`config.mk`:
```
export PLATFORM = sky130hd
export DESIGN_NAME = spike_rate_decoder
export DESIGN_NICKNAME = d
export VERILOG_FILES = /design/src/rtl/snn_pkg.sv /design/src/rtl/spike_counter.sv /design/src/rtl/spike_rate_decoder.sv
export SDC_FILE = /design/constraint.sdc
export NUM_CORES = 1
export LEC_CHECK = 0
export CORE_UTILIZATION = 60
export DETAILED_ROUTE_END_ITERATION = 12
export DONT_BUFFER_PORTS = 1
export HOLD_SLACK_MARGIN = 0.1
export PLACE_DENSITY = 0.76
export SLEW_MARGIN = 30
export SYNTH_ARGS = -nofsm -noshare
export SYNTH_HDL_FRONTEND = slang
export SYNTH_SLANG_ARGS = --single-unit
```
`constraint.sdc`:
```
create_clock -name clk -period 1.95 [get_ports clk]
set_clock_uncertainty 0.05 [all_clocks]
set_input_delay 0.39 -clock clk [delete_from_list [all_inputs] [get_ports clk]]
set_output_delay 0.39 -clock clk [all_outputs]
set_load 0.01 [all_outputs]
```
`src/rtl/snn_pkg.sv`:
```
// Shared definitions for the tiny SNN: decoder FSM states and default sizing
// constants common to the neuron array and the rate decoder.
package snn_pkg;

  typedef enum logic {
    IDLE  = 1'b0,
    COUNT = 1'b1
  } state_t;

  localparam int DEF_NUM_CH = 4;
  localparam int DEF_WINDOW = 256;
  localparam int DEF_CNT_W  = 8;

endpackage

```
`src/rtl/spike_counter.sv`:
```
// One channel of the rate decoder: saturating spike counter with a sticky
// saturation bit, exposing the value that would be captured this cycle.
module spike_counter
  import snn_pkg::*;
#(
  parameter int CNT_W = DEF_CNT_W
) (
  input  logic             clk,
  input  logic             rst,
  input  logic             clear,
  input  logic             inc,
  input  logic             snap,
  output logic [CNT_W-1:0] snap_cnt,
  output logic             snap_sat
);

  localparam logic [CNT_W-1:0] CNT_MAX = {CNT_W{1'b1}};

  logic [CNT_W-1:0] cnt_reg;
  logic             sat_reg;
  logic             at_max;

  // snap_cnt/snap_sat already include this cycle's spike so the snapshot
  // taken on the last window cycle does not lose it.
  always_comb begin
    at_max   = (cnt_reg == CNT_MAX);
    snap_cnt = at_max ? cnt_reg : cnt_reg + CNT_W'(inc);
    snap_sat = sat_reg | (inc & at_max);
  end

  always_ff @(posedge clk) begin
    if (rst || clear || snap) begin
      cnt_reg <= '0;
      sat_reg <= 1'b0;
    end else begin
      cnt_reg <= snap_cnt;
      sat_reg <= snap_sat;
    end
  end

endmodule

```
`src/rtl/spike_rate_decoder.sv`:
```
// Rate decoder: counts spikes per channel over back-to-back windows and
// presents each window's counts on a valid/ready output with overrun flag.
module spike_rate_decoder
  import snn_pkg::*;
#(
  parameter int NUM_CH = DEF_NUM_CH,
  parameter int WINDOW = DEF_WINDOW,
  parameter int CNT_W  = DEF_CNT_W
) (
  input  logic                    clk,
  input  logic                    rst,
  input  logic                    en,
  input  logic [NUM_CH-1:0]       spike_in,
  output logic [NUM_CH*CNT_W-1:0] rate_data,
  output logic [NUM_CH-1:0]       sat,
  output logic                    rate_valid,
  input  logic                    rate_ready,
  output logic                    overrun,
  output logic                    win_active
);

  localparam int WW = $clog2(WINDOW);
  localparam logic [WW-1:0] WIN_LAST = WW'(WINDOW - 1);

  state_t                  state_reg, state_next;
  logic [WW-1:0]           win_cnt_reg;
  logic                    counting;
  logic                    last;
  logic [NUM_CH*CNT_W-1:0] snap_data;
  logic [NUM_CH-1:0]       snap_sat;

  always_ff @(posedge clk) begin
    if (rst) state_reg <= IDLE;
    else     state_reg <= state_next;
  end

  always_comb begin
    state_next = state_reg;
    case (state_reg)
      IDLE:    if (en)  state_next = COUNT;
      COUNT:   if (!en) state_next = IDLE;
      default: state_next = IDLE;
    endcase
  end

  // The entry edge (IDLE with en=1) is not a counting cycle.
  always_comb begin
    counting = (state_reg == COUNT) && en;
    last     = counting && (win_cnt_reg == WIN_LAST);
  end

  always_ff @(posedge clk) begin
    if (rst || !counting || last) win_cnt_reg <= '0;
    else                          win_cnt_reg <= win_cnt_reg + 1'b1;
  end

  genvar gi;
  generate
    for (gi = 0; gi < NUM_CH; gi++) begin : g_ch
      spike_counter #(.CNT_W(CNT_W)) u_cnt (
        .clk      (clk),
        .rst      (rst),
        .clear    (!counting),
        .inc      (counting & spike_in[gi]),
        .snap     (last),
        .snap_cnt (snap_data[gi*CNT_W +: CNT_W]),
        .snap_sat (snap_sat[gi])
      );
    end
  endgenerate

  always_ff @(posedge clk) begin
    if (rst) begin
      rate_data  <= '0;
      sat        <= '0;
      rate_valid <= 1'b0;
      overrun    <= 1'b0;
      win_active <= 1'b0;
    end else begin
      win_active <= (state_next == COUNT);
      overrun    <= 1'b0;
      if (last) begin
        rate_data  <= snap_data;
        sat        <= snap_sat;
        rate_valid <= 1'b1;
        overrun    <= rate_valid && !rate_ready;
      end else if (rate_valid && rate_ready) begin
        rate_valid <= 1'b0;
      end
    end
  end

endmodule

```
* Yosys cells after proc, flatten, opt, wreduce, memory -nomap -nowiden *
Index checks and enable logic that the tools add are counted.

word-level totals
  logic and storage cells = 54
  output and inout port bits = 39
  register bits after elaboration = 83

operators by class
  reduce and logical (&&, ||, !) cells = 10
  bitwise logic cells = 13
  muxes and demuxes = 7
  $add $sub $neg = 5
  equal/unequal tests = 5

operator list
  kind                 count
  $eq 8x8->1 const B   5
  $add 8x1->8          4
  $mux 8               4
  $add 8x1->8 const B  1
  $and 1x1->1          8
  $logic_and 1x1->1    4
  $or 1x1->1           4
  $mux 1               3
  $logic_not 1->1      2
  $logic_or 1x1->1     2
  $reduce_bool 2->1    1
  $reduce_or 2->1      1
  $not 1->1            1

* Logic depth before layout (Yosys ltp) *
  depth after elaboration = 4
  depth in mapped cells = 7

* Cells and area by module *
Synthesis repeated with hierarchy kept, for this count alone.

unflattened totals
  cell total of the unflattened synthesis = 414
  area total of the unflattened synthesis = 3,946.3 um^2

modules (own cells, without submodules)
  module              area an instance (um^2)  instances  cells an instance
  spike_rate_decoder  2,094.5                  1          206
  spike_counter       462.9                    4          52

* Worst setup path before layout *
OpenSTA, ideal clock, no wires.

  path type = input-to-reg
  from = in spike_in[2]
  to = reg rate_data[20]
  buffers on the path = 0
  stages on the path = 6
  setup time = 134 ps
  arrival = 1,577 ps
  required time = 1,766 ps
  path slack = 188 ps
  cells stage by stage = and3_1 -> ha_1 -> ha_1 -> a31o_2 -> a22oi_1 -> a211oi_2

on the way
  cells in the longest elaborated chain, start to end = 3

ends and longest elaborated chain
  element               line                      text
  from (decl)           spike_rate_decoder.sv:13  input logic [NUM_CH-1:0] spike_in,
  $and 1x1->1           spike_rate_decoder.sv:64  .inc (counting & spike_in[gi]),
  $add 8x1->8           spike_counter.sv:27       snap_cnt = at_max ? cnt_reg : cnt_reg + CNT_W'(inc);
  $mux 8                spike_counter.sv:27
  to (signal assigned)  spike_rate_decoder.sv:83  rate_data <= snap_data;
  to (decl)             spike_rate_decoder.sv:14  output logic [NUM_CH*CNT_W-1:0] rate_data,

No other way between the ends.
A chain may end at the register's enable or synchronous reset.

==> results.sh <==
export IMPL_p_leak_nw=1.27
export IMPL_r2r_end="rate_data[20]"
export IMPL_cts_max_level=3
export IMPL_power_mw=2.95
export IMPL_wirelength_um=7940
export IMPL_synth_top_area_share_pct=46.9
export IMPL_required_ns=2.12
export IMPL_ys_warnings_count=0
export IMPL_end_kind="flop"
export IMPL_die_area_um2=6220
export IMPL_finalNetCount=376
export IMPL_ff2ff_path_depth=6
export IMPL_port_buffers=0
export IMPL_drt_initial_drc_count=160
export IMPL_dp_hpwl_um=5490
export IMPL_diodes=0
export IMPL_gp_congestion=0.891
export IMPL_synthArstFlopShare_pct=0
export IMPL_clock_root_buffer="clkbuf_8"
export IMPL_crit_fanout=6
export IMPL_synth_most_common_cell="dfxtp_1"
export IMPL_initial_core_util_pct=63.2
export IMPL_fillers=493
export IMPL_clk_pin_slew_worst_paths_ns=0.07
export IMPL_syn_area_um2=3550
export IMPL_cp_arrival_ns=1.99
export IMPL_ir_drop_v=0.000521
export IMPL_rr_startpoint="win_active"
export IMPL_finalSetupTns_ns=0
export IMPL_grt_ovfl_total=0
export IMPL_core_um2=5610
export IMPL_slew_viol_final=0
export IMPL_yosys_area_top_type="dfxtp_1"
export IMPL_synth_edf_count=0
export IMPL_finalSetupViolCount=0
export IMPL_grt_pass1_vias=2678
export IMPL_syn_to_final_growth_pct=6.63
export IMPL_synth_seq_area_share_pct=46.9
export IMPL_synth_commonest_cells="83 x dfxtp_1, 40 x a31oi_1, 26 x nor2_1, 21 x a21oi_1, 15 x nand2_1"
export IMPL_finalCritPeriodShare_pct=93.4
export IMPL_yosys_most_used_dff="dfxtp_1"
export IMPL_vias=2869
export IMPL_path_class="flop to flop"
export IMPL_startpoint_type="flop"
export IMPL_antenna_found_initial=0
export IMPL_slew_headroom_pct=60.9
export IMPL_drt_pass1_iter_count=4
export IMPL_hold_viol_final=0
export IMPL_fmax_ghz=0.549
export IMPL_synth_area_leaders="dfxtp_1 47%, a31oi_1 7.1%, a211oi_2 3.5%, o32ai_1 3.2%, ha_1 3.2%"
export IMPL_synth_seq_cells=83
export IMPL_row_count=27
export IMPL_tritoncts="built"
export IMPL_synth_avg_cell_area_um2=9.69
export IMPL_postCtsSetupBuffers=0
export IMPL_critPathMaxStageDelay_ns=0.35
export IMPL_io_pins=47
export IMPL_die_x_um=78.9
export IMPL_crit_chain="and3_1 > ha_1 > ha_1 > a31o_2 > a22oi_1 > a211oi_2"
export IMPL_synth_distinct_cells=37
export IMPL_crit_slowest_cell="dfxtp_2"
export IMPL_fp_dieH_um=78.9
export IMPL_maxCapViolCount=0
export IMPL_viasPerCell=6.58
export IMPL_status="finished, final reports clean"
export IMPL_worstHoldPathType="primary input to flop"
export IMPL_cts_sinks=83
export IMPL_grt_max_degree=27
export IMPL_wl_per_cell_um=18.2
export IMPL_grt_pass1_wl_um=13100
export IMPL_clk_latency_ns=0.35
export IMPL_cts_buffers_inserted=9
export IMPL_r2r_slack_ns=0.13
export IMPL_drc=0
export IMPL_synth_fp_nets=383
export IMPL_clock_path_buffers=2
export IMPL_crit_end="rate_data[20]"
export IMPL_cp_startpoint="win_active"
export IMPL_track_usage_pct=27.1
export IMPL_p_per_area_nw_per_um2=780
export IMPL_critical_path_most_common_cell="ha_1"
export IMPL_worst_pin_slew_ns=0.587
export IMPL_finalCriticalPeriod_ns=1.82
export IMPL_antenna_left=0
export IMPL_syn_inst=366
export IMPL_final_layout_size_suffix_gt1_share_pct=13.7
==> metrics by stage <==
step	area [um2]	setup slack (ns)	instances	utilization [%]	hold WS (ns)
final	3780	0.129	436	67.4	0.126
after global routing	3780	-0.0191	436	67.4	0.124
after CTS	3780	0.0755	436	67.3	0.123
after detailed placement	3570	0.0949	419	63.7	0.409
after global placement	3570	0.151	419	63.7	0.400
after floorplan	3550	0.188	366	-	0.387
==> cells by family (layout without fill, tap and decap cells) <==
group,after synthesis,after routing,synth area share [%]
buffers and inverters,34,32,5.36
and+or+nand+nor,117,117,18.8
AOI/OAI and AO/OA,114,114,23.5
DFF,83,83,46.9
adders and majority gates,9,9,3.18
xor gates and xnor gates,9,9,2.22
==> power breakdown <==
group	internal, mW	switching [mW]	leakage, nW
combinational	0.0123	0.0373	0.504
sequential	1.70	0.00266	0.669
clock	0.620	0.583	0.0991
==> how the worst min path moves through the flow <==
stage                               start                    end  slack, ns  cells after the start
global placement    g_ch[3].u_cnt.sat_reg  g_ch[3].u_cnt.sat_reg       0.40                      2
global route                           en             win_active       0.12                      1
floorplan           g_ch[1].u_cnt.sat_reg  g_ch[1].u_cnt.sat_reg       0.39                      2
detailed placement                    rst          rate_data[27]       0.41                      1
CTS                                    en             win_active       0.12                      1
finish                                 en             win_active       0.13                      1
==> routing by layer <==
metal | global-route usage [%] | part of all wire, % | up-vias
met3 | 7.82 | 5.8 | 14
met2 | 44.5 | 48 | 78
met1 | 33.6 | 44 | 1384
li1 | - | - | 1393
met5 | 0 | 0 | -
met4 | 10.0 | 1.9 | 0
==> worst max-delay path: cells and delay by family (launching register included) <==
family,cells,cell delay (ns)
AO/OA/AOI/OAI,3,0.57
adder cells (fa/ha/maj),2,0.53
flip-flops,1,0.35
AND/OR/NAND/NOR,1,0.18
==> timing repair <==
| action | 4_1_cts | 5_1_grt |
|---|---|---|
| gates resized for setup | 0 | 3 |
| hold buffers | 1 | 0 |
| endpoints found under the setup margin | 0 | 4 |
| hold endpoints to repair | 26 | 0 |
==> cells in the final DEF (no fill, tap or decap), types with 12 or more instances in the layout <==
cell type,count
a211oi_1,12
a21oi_1,21
a31oi_1,40
and3_1,14
and4_1,12
dfxtp_1,82
nand2_1,15
nand3_1,13
nor2_1,26
nor3_1,14
o32ai_1,13
==> cell type report <==
type | instances | area [um2] | area share, %
clock buffers | 11 | 141 | 3.74
repair buffers | 13 | 120 | 3.18
flip-flops and latches | 83 | 1660 | 44.0
well taps | 72 | 90.1 | 2.38
multi-input cells | 249 | 1700 | 45.0
clock inverters | 5 | 52.6 | 1.39
inverters | 3 | 11.3 | 0.298
Note: power is estimated with default switching activity, not from simulation.
